## src/rtl/mem_axi_lite_bridge_pkg.sv

```systemverilog
// Shared definitions for the MEM-stage AXI-Lite bridge: reset/write polarities,
// AXI-Lite response codes, default protection bits and the bridge state encoding.
package mem_axi_lite_bridge_pkg;

    localparam logic        RST_ENABLE   = 1'b1;
    localparam logic        WRITE_ENABLE = 1'b1;
    localparam logic [31:0] ZEROWORD     = 32'h0000_0000;

    localparam logic [2:0]  AXI_PROT        = 3'b000;
    localparam logic [1:0]  AXI_RESP_OKAY   = 2'b00;
    localparam logic [1:0]  AXI_RESP_SLVERR = 2'b10;
    localparam logic [1:0]  AXI_RESP_DECERR = 2'b11;

    typedef enum logic [2:0] {
        ST_IDLE    = 3'd0,
        ST_RD_ADDR = 3'd1,
        ST_RD_DATA = 3'd2,
        ST_WR_REQ  = 3'd3,
        ST_WR_RESP = 3'd4,
        ST_DONE    = 3'd5
    } bridge_state_e;

    // States in which an AXI transaction is outstanding and the pipeline must hold.
    function automatic logic is_busy(input bridge_state_e s);
        return (s == ST_RD_ADDR) || (s == ST_RD_DATA) || (s == ST_WR_REQ) || (s == ST_WR_RESP);
    endfunction

endpackage

```

## src/rtl/mem_axi_lite_bridge.sv

```systemverilog
// MEM-stage data-side responder: turns one SRAM-style request into one AXI-Lite
// transaction and holds the pipeline until the response has been taken.
//
// state    | meaning
// IDLE     | waiting for mem_ce_i; start is combinational so stall rises in the same cycle
// RD_ADDR  | AR channel valid, waiting for arready
// RD_DATA  | R channel ready, waiting for rvalid
// WR_REQ   | AW and W valid, each dropping after its own handshake
// WR_RESP  | B channel ready, waiting for bvalid
// DONE     | result available, pipeline released; held while stall_i is high
module mem_axi_lite_bridge
    import mem_axi_lite_bridge_pkg::*;
(
    input  logic        clk,
    input  logic        rst,

    input  logic        mem_ce_i,
    input  logic        mem_write_en_i,
    input  logic [31:0] mem_addr_i,
    input  logic [3:0]  mem_sel_i,
    input  logic [31:0] mem_write_data_i,
    input  logic        flush_i,
    input  logic        stall_i,
    output logic [31:0] mem_read_data_o,
    output logic        stall_req_o,
    output logic        bus_err_o,

    output logic [31:0] m_axi_awaddr,
    output logic [2:0]  m_axi_awprot,
    output logic        m_axi_awvalid,
    input  logic        m_axi_awready,
    output logic [31:0] m_axi_wdata,
    output logic [3:0]  m_axi_wstrb,
    output logic        m_axi_wvalid,
    input  logic        m_axi_wready,
    input  logic [1:0]  m_axi_bresp,
    input  logic        m_axi_bvalid,
    output logic        m_axi_bready,
    output logic [31:0] m_axi_araddr,
    output logic [2:0]  m_axi_arprot,
    output logic        m_axi_arvalid,
    input  logic        m_axi_arready,
    input  logic [31:0] m_axi_rdata,
    input  logic [1:0]  m_axi_rresp,
    input  logic        m_axi_rvalid,
    output logic        m_axi_rready
);

    bridge_state_e r_state;
    bridge_state_e w_next;
    bridge_state_e w_finish;

    logic [31:0] r_addr;
    logic [31:0] r_wdata;
    logic [3:0]  r_strb;
    logic [31:0] r_rdata;
    logic [1:0]  r_resp;
    logic        r_aw_done;
    logic        r_w_done;
    logic        r_flushed;
    logic        r_first_done;

    logic        w_start;
    logic        w_aw_hs;
    logic        w_w_hs;
    logic        w_unused_addr_lsb;

    assign w_start           = mem_ce_i && !flush_i;
    assign w_aw_hs           = m_axi_awvalid && m_axi_awready;
    assign w_w_hs            = m_axi_wvalid && m_axi_wready;
    assign w_unused_addr_lsb = ^mem_addr_i[1:0];

    // A flushed transaction still runs to completion on the bus but never reports.
    assign w_finish = (r_flushed || flush_i) ? ST_IDLE : ST_DONE;

    always_comb begin
        w_next        = r_state;
        m_axi_awvalid = 1'b0;
        m_axi_wvalid  = 1'b0;
        m_axi_bready  = 1'b0;
        m_axi_arvalid = 1'b0;
        m_axi_rready  = 1'b0;
        case (r_state)
            ST_IDLE: begin
                if (w_start) begin
                    w_next = (mem_write_en_i == WRITE_ENABLE) ? ST_WR_REQ : ST_RD_ADDR;
                end
            end
            ST_RD_ADDR: begin
                m_axi_arvalid = 1'b1;
                if (m_axi_arready) w_next = ST_RD_DATA;
            end
            ST_RD_DATA: begin
                m_axi_rready = 1'b1;
                if (m_axi_rvalid) w_next = w_finish;
            end
            ST_WR_REQ: begin
                m_axi_awvalid = !r_aw_done;
                m_axi_wvalid  = !r_w_done;
                if ((r_aw_done || w_aw_hs) && (r_w_done || w_w_hs)) w_next = ST_WR_RESP;
            end
            ST_WR_RESP: begin
                m_axi_bready = 1'b1;
                if (m_axi_bvalid) w_next = w_finish;
            end
            ST_DONE: begin
                if (!stall_i) w_next = ST_IDLE;
            end
            default: w_next = ST_IDLE;
        endcase
    end

    always_ff @(posedge clk) begin
        if (rst == RST_ENABLE) begin
            r_state      <= ST_IDLE;
            r_addr       <= ZEROWORD;
            r_wdata      <= ZEROWORD;
            r_strb       <= 4'b0000;
            r_rdata      <= ZEROWORD;
            r_resp       <= AXI_RESP_OKAY;
            r_aw_done    <= 1'b0;
            r_w_done     <= 1'b0;
            r_flushed    <= 1'b0;
            r_first_done <= 1'b0;
        end else begin
            r_state      <= w_next;
            r_first_done <= (w_next == ST_DONE) && (r_state != ST_DONE);
            if (is_busy(r_state) && flush_i) r_flushed <= 1'b1;
            case (r_state)
                ST_IDLE: begin
                    if (w_start) begin
                        r_addr    <= {mem_addr_i[31:2], 2'b00};
                        r_strb    <= mem_sel_i;
                        r_wdata   <= mem_write_data_i;
                        r_aw_done <= 1'b0;
                        r_w_done  <= 1'b0;
                        r_flushed <= 1'b0;
                    end
                end
                ST_RD_DATA: begin
                    if (m_axi_rvalid) begin
                        r_rdata <= m_axi_rdata;
                        r_resp  <= m_axi_rresp;
                    end
                end
                ST_WR_REQ: begin
                    if (w_aw_hs) r_aw_done <= 1'b1;
                    if (w_w_hs)  r_w_done  <= 1'b1;
                end
                ST_WR_RESP: begin
                    if (m_axi_bvalid) r_resp <= m_axi_bresp;
                end
                default: ;
            endcase
        end
    end

    // Gated by rst so the hold request is already low while reset is applied.
    assign stall_req_o = (rst != RST_ENABLE) &&
                         (((r_state == ST_IDLE) && w_start) || is_busy(r_state));
    assign bus_err_o   = (r_state == ST_DONE) && r_first_done && (r_resp != AXI_RESP_OKAY);

    assign mem_read_data_o = r_rdata;
    assign m_axi_awaddr    = r_addr;
    assign m_axi_araddr    = r_addr;
    assign m_axi_wdata     = r_wdata;
    assign m_axi_wstrb     = r_strb;
    assign m_axi_awprot    = AXI_PROT;
    assign m_axi_arprot    = AXI_PROT;

endmodule
```

## config.mk

```make
export PLATFORM = sky130hd
export DESIGN_NAME = mem_axi_lite_bridge
export DESIGN_NICKNAME = d
export VERILOG_FILES = /design/src/rtl/mem_axi_lite_bridge_pkg.sv /design/src/rtl/mem_axi_lite_bridge.sv
export SDC_FILE = /design/constraint.sdc
export NUM_CORES = 1
export LEC_CHECK = 0
export BUFFER_PORTS_ARGS = -buffer_cell sky130_fd_sc_hd__buf_2
export CAP_MARGIN = 20
export CORE_MARGIN = 5
export CORE_UTILIZATION = 35
export CTS_CLUSTER_DIAMETER = 60
export DETAILED_ROUTE_END_ITERATION = 12
export HOLD_SLACK_MARGIN = 0.03
export PLACE_DENSITY = 0.73
export SETUP_SLACK_MARGIN = 0.3
export SYNTH_ARGS = -nofsm -noshare
export SYNTH_HDL_FRONTEND = slang
export SYNTH_SLANG_ARGS = --single-unit
```

## constraint.sdc

```tcl
create_clock -name clk -period 3.9 [get_ports clk]
set_input_delay 0.78 -clock clk [delete_from_list [all_inputs] [get_ports clk]]
set_output_delay 0.78 -clock clk [all_outputs]
set_load 0.02 [all_outputs]
```

==> metrics.txt <==
status finished, final reports clean; initial antenna violation count 0; final setup TNS 0 ns; vias per inst 4.537; CTS tree done; CTS resizes 0; DRC viols 0; final core occ 0.4643; RSZ-0062 raised after global routing false; vias in the first global route 3,628; CTS root buf clkbuf_16; Post-Place Worst Slack 1.558 ns; PwrDens 466.3 nW/um^2; GR Util met2 0.2483; Synth Instances 529; Filler cells 1,221; synthesized flop and latch total 107; # IOs 260; Mean Syn Cell Area 8.089 um^2; Synth Cell Area 4279 um^2; Setup Buffers After CTS 0; Worst EP arrival 1.68 ns; hold buffers post-CTS 0; routability cong. 0.7486; largest net degree at the start of global routing 70; Initial Utilization 0.3563; Area contributors post-synth dfxtp_1, nand2_1, a21oi_1, buf_4, buf_6; TritonRoute pass-1 iters 4; Tcrit/Tclk final 0.6313; fin crit period 2.462 ns; cells along the critical path nor2_1 > xnor2_1 > nor2_1 > nor2_1 > buf_2; Crit path top cell by count nor2_1; final hold viol count 0; Rel. slew slack 0.3023; register area share after synthesis 0.5006; layout cells sized above 1 0.3736; TritonCTS Sinks 107; static leakage 2.701 nW; Clock Tree Buf Depth 2; number of diodes 0; antenna-violating nets left 0; GR peak layer met2; Die H 120.6 um; Finished Layout Cells 875; Placed Cells 859; Distinct cells, synth 33; fmax 406.2 MHz; grt met1 use 0.1733; CTS H-Tree Depth 3; grt total ovfl 0; GRT Overall Usage 0.1504; final HPWL from detailed placement 8.259 mm; Setup CP Type register to output pin; Hold Crit Class register to register; Worst setup EP type output pin; CP Max Fanout 15; area leader, netlist dfxtp_1; Setup-failing EPs final 0; final wirelength 11.45 mm; wire length of the first global-routing pass 17.78 mm; Slew Limit Fails 0; M3 GR Usage 0.06221; Peak VDD IR 339.1 uV; max-cap viol count 0; Yosys top cell area share 0.5006; post-route setup slack 1.438 ns; Least-Margin Pin Slew 1.044 ns; nature of the critical path startpoint register; Vias 3,970; Final nets 838; Num CTS Buffers 9; Core ar. 12,010 um^2; wire per inst 13.09 um; Max stage delay on crit path 0.69 ns; row cnt 40; required time worst endpoint 3.12 ns; port bufs 247; slowest CP cell dfxtp_1; worst clock skew 0.01097 ns; Die Area 14,540 um^2; Area Overhead vs Synth 30.32%; Ys Warns 0; Die Wd 120.6 um; Reg clk slew, reported paths 0.07 ns; initial drt markers 176; Skew-Pair Late Insertion Delay 0.34 ns
critical path, delay by kind of cell, from the launching register on:
family | cells | cell delay (ns)
flip-flops | 1 | 0.69
XOR/XNOR | 1 | 0.21
AND/OR/NAND/NOR | 3 | 0.26
buffers and inverters | 1 | 0.18
worst paths after layout:
kind	from	to	slack, ns	cells after the start
hold / removal	m_axi_wdata[15]	m_axi_wdata[15]	0.45	2
setup reg to reg	r_state[1]	mem_read_data_o[29]	1.88	4
hold reg to reg	m_axi_wdata[15]	m_axi_wdata[15]	0.45	2
setup / recovery	r_state[0]	stall_req_o	1.44	5
report_power, final:
group / total [mW] / internal [mW] / switching (mW) / leakage (nW)
Combinational: 0.388 / 0.138 / 0.250 / 1.67
Clock: 1.03 / 0.646 / 0.383 / 0.163
Sequential: 1.18 / 1.15 / 0.0366 / 0.870
Total: 2.60 / 1.93 / 0.670 / 2.70
cells by family (layout without fill, tap and decap cells):
group                     after synthesis  count (layout)  share of synthesized area
DFF                                   107             107                     0.5006
xor gates and xnor gates                1               1                   0.002047
buffers and inverters                  76             266                     0.1228
AOI/OAI and AO/OA                     114             114                     0.1433
other                                   1              10                  0.0008764
and+or+nand+nor                       225             225                     0.2181
muxes                                   5               5                    0.01228
area by class of cell:
type                       count  area [um^2]  share of cell area
tap                          147        183.9             0.03298
sequential                   107         2142              0.3841
clock buffer                  12        246.5             0.04420
clock inverter                 4        97.59             0.01750
multi-input combinational    355         1645              0.2950
timing repair buffer         250         1261              0.2262
synthesized netlist by cell type:
cell type	count
nor2b_1	3
o22a_1	1
o211a_1	1
a21oi_1	102
a2111oi_0	1
nor3_1	3
nor3b_1	1
and4bb_1	1
buf_6	10
xnor2_1	1
nor4_2	1
nand2b_4	1
o22ai_1	1
mux2i_1	3
buf_4	40
mux2_2	2
nor4_4	1
a32o_1	1
or4_4	1
a211oi_1	2
nor3b_2	1
o21ai_0	1
a21o_1	2
a221oi_2	1
and2_1	1
clkbuf_1	14
and3b_1	2
nor2_1	11
dfxtp_1	107
a22o_1	1
nand2_1	198
conb_1	1
buf_2	12
flip-flops by register name (all words and copies together) (netlist names):
register         count
m_axi_wdata         32
mem_read_data_o     32
m_axi_araddr        30
m_axi_wstrb          4
r_state              3
r_resp               2
r_aw_done            1
r_first_done         1
r_flushed            1
r_w_done             1
per-layer routing:
metal,vias to the layer above,wire (um)
li1,2045,-
met1,1741,4563
met2,171,5492
met3,13,1226
met4,0,169
met5,-,0
per-stage QoR:
| stage | area, um^2 | hold slack, ns | total power [mW] |
|---|---|---|---|
| after floorplan | 4313 | 0.4641 | 1.489 |
| after global placement | 5233 | 0.4381 | 1.596 |
| after detailed placement | 5233 | 0.4430 | 1.602 |
| after CTS | 5577 | 0.4520 | 2.639 |
| after global routing | 5577 | 0.4632 | 2.728 |
| final | 5577 | 0.4487 | 2.600 |
placed cells by master (no fill, tap or decap), types with 2 or more instances in the layout:
cell and instances:
buf_2 246, nand2_1 198, dfxtp_1 107, a21oi_1 102, nor2_1 11, conb_1 10
clkbuf_16 9, buf_4 4, nor2b_1 3, mux2i_1 3, nor3_1 3, bufinv_16 3
and3b_1 2, a21o_1 2, a211oi_1 2, mux2_2 2, clkbuf_1 2
Note: power is estimated with default switching activity, not from simulation.
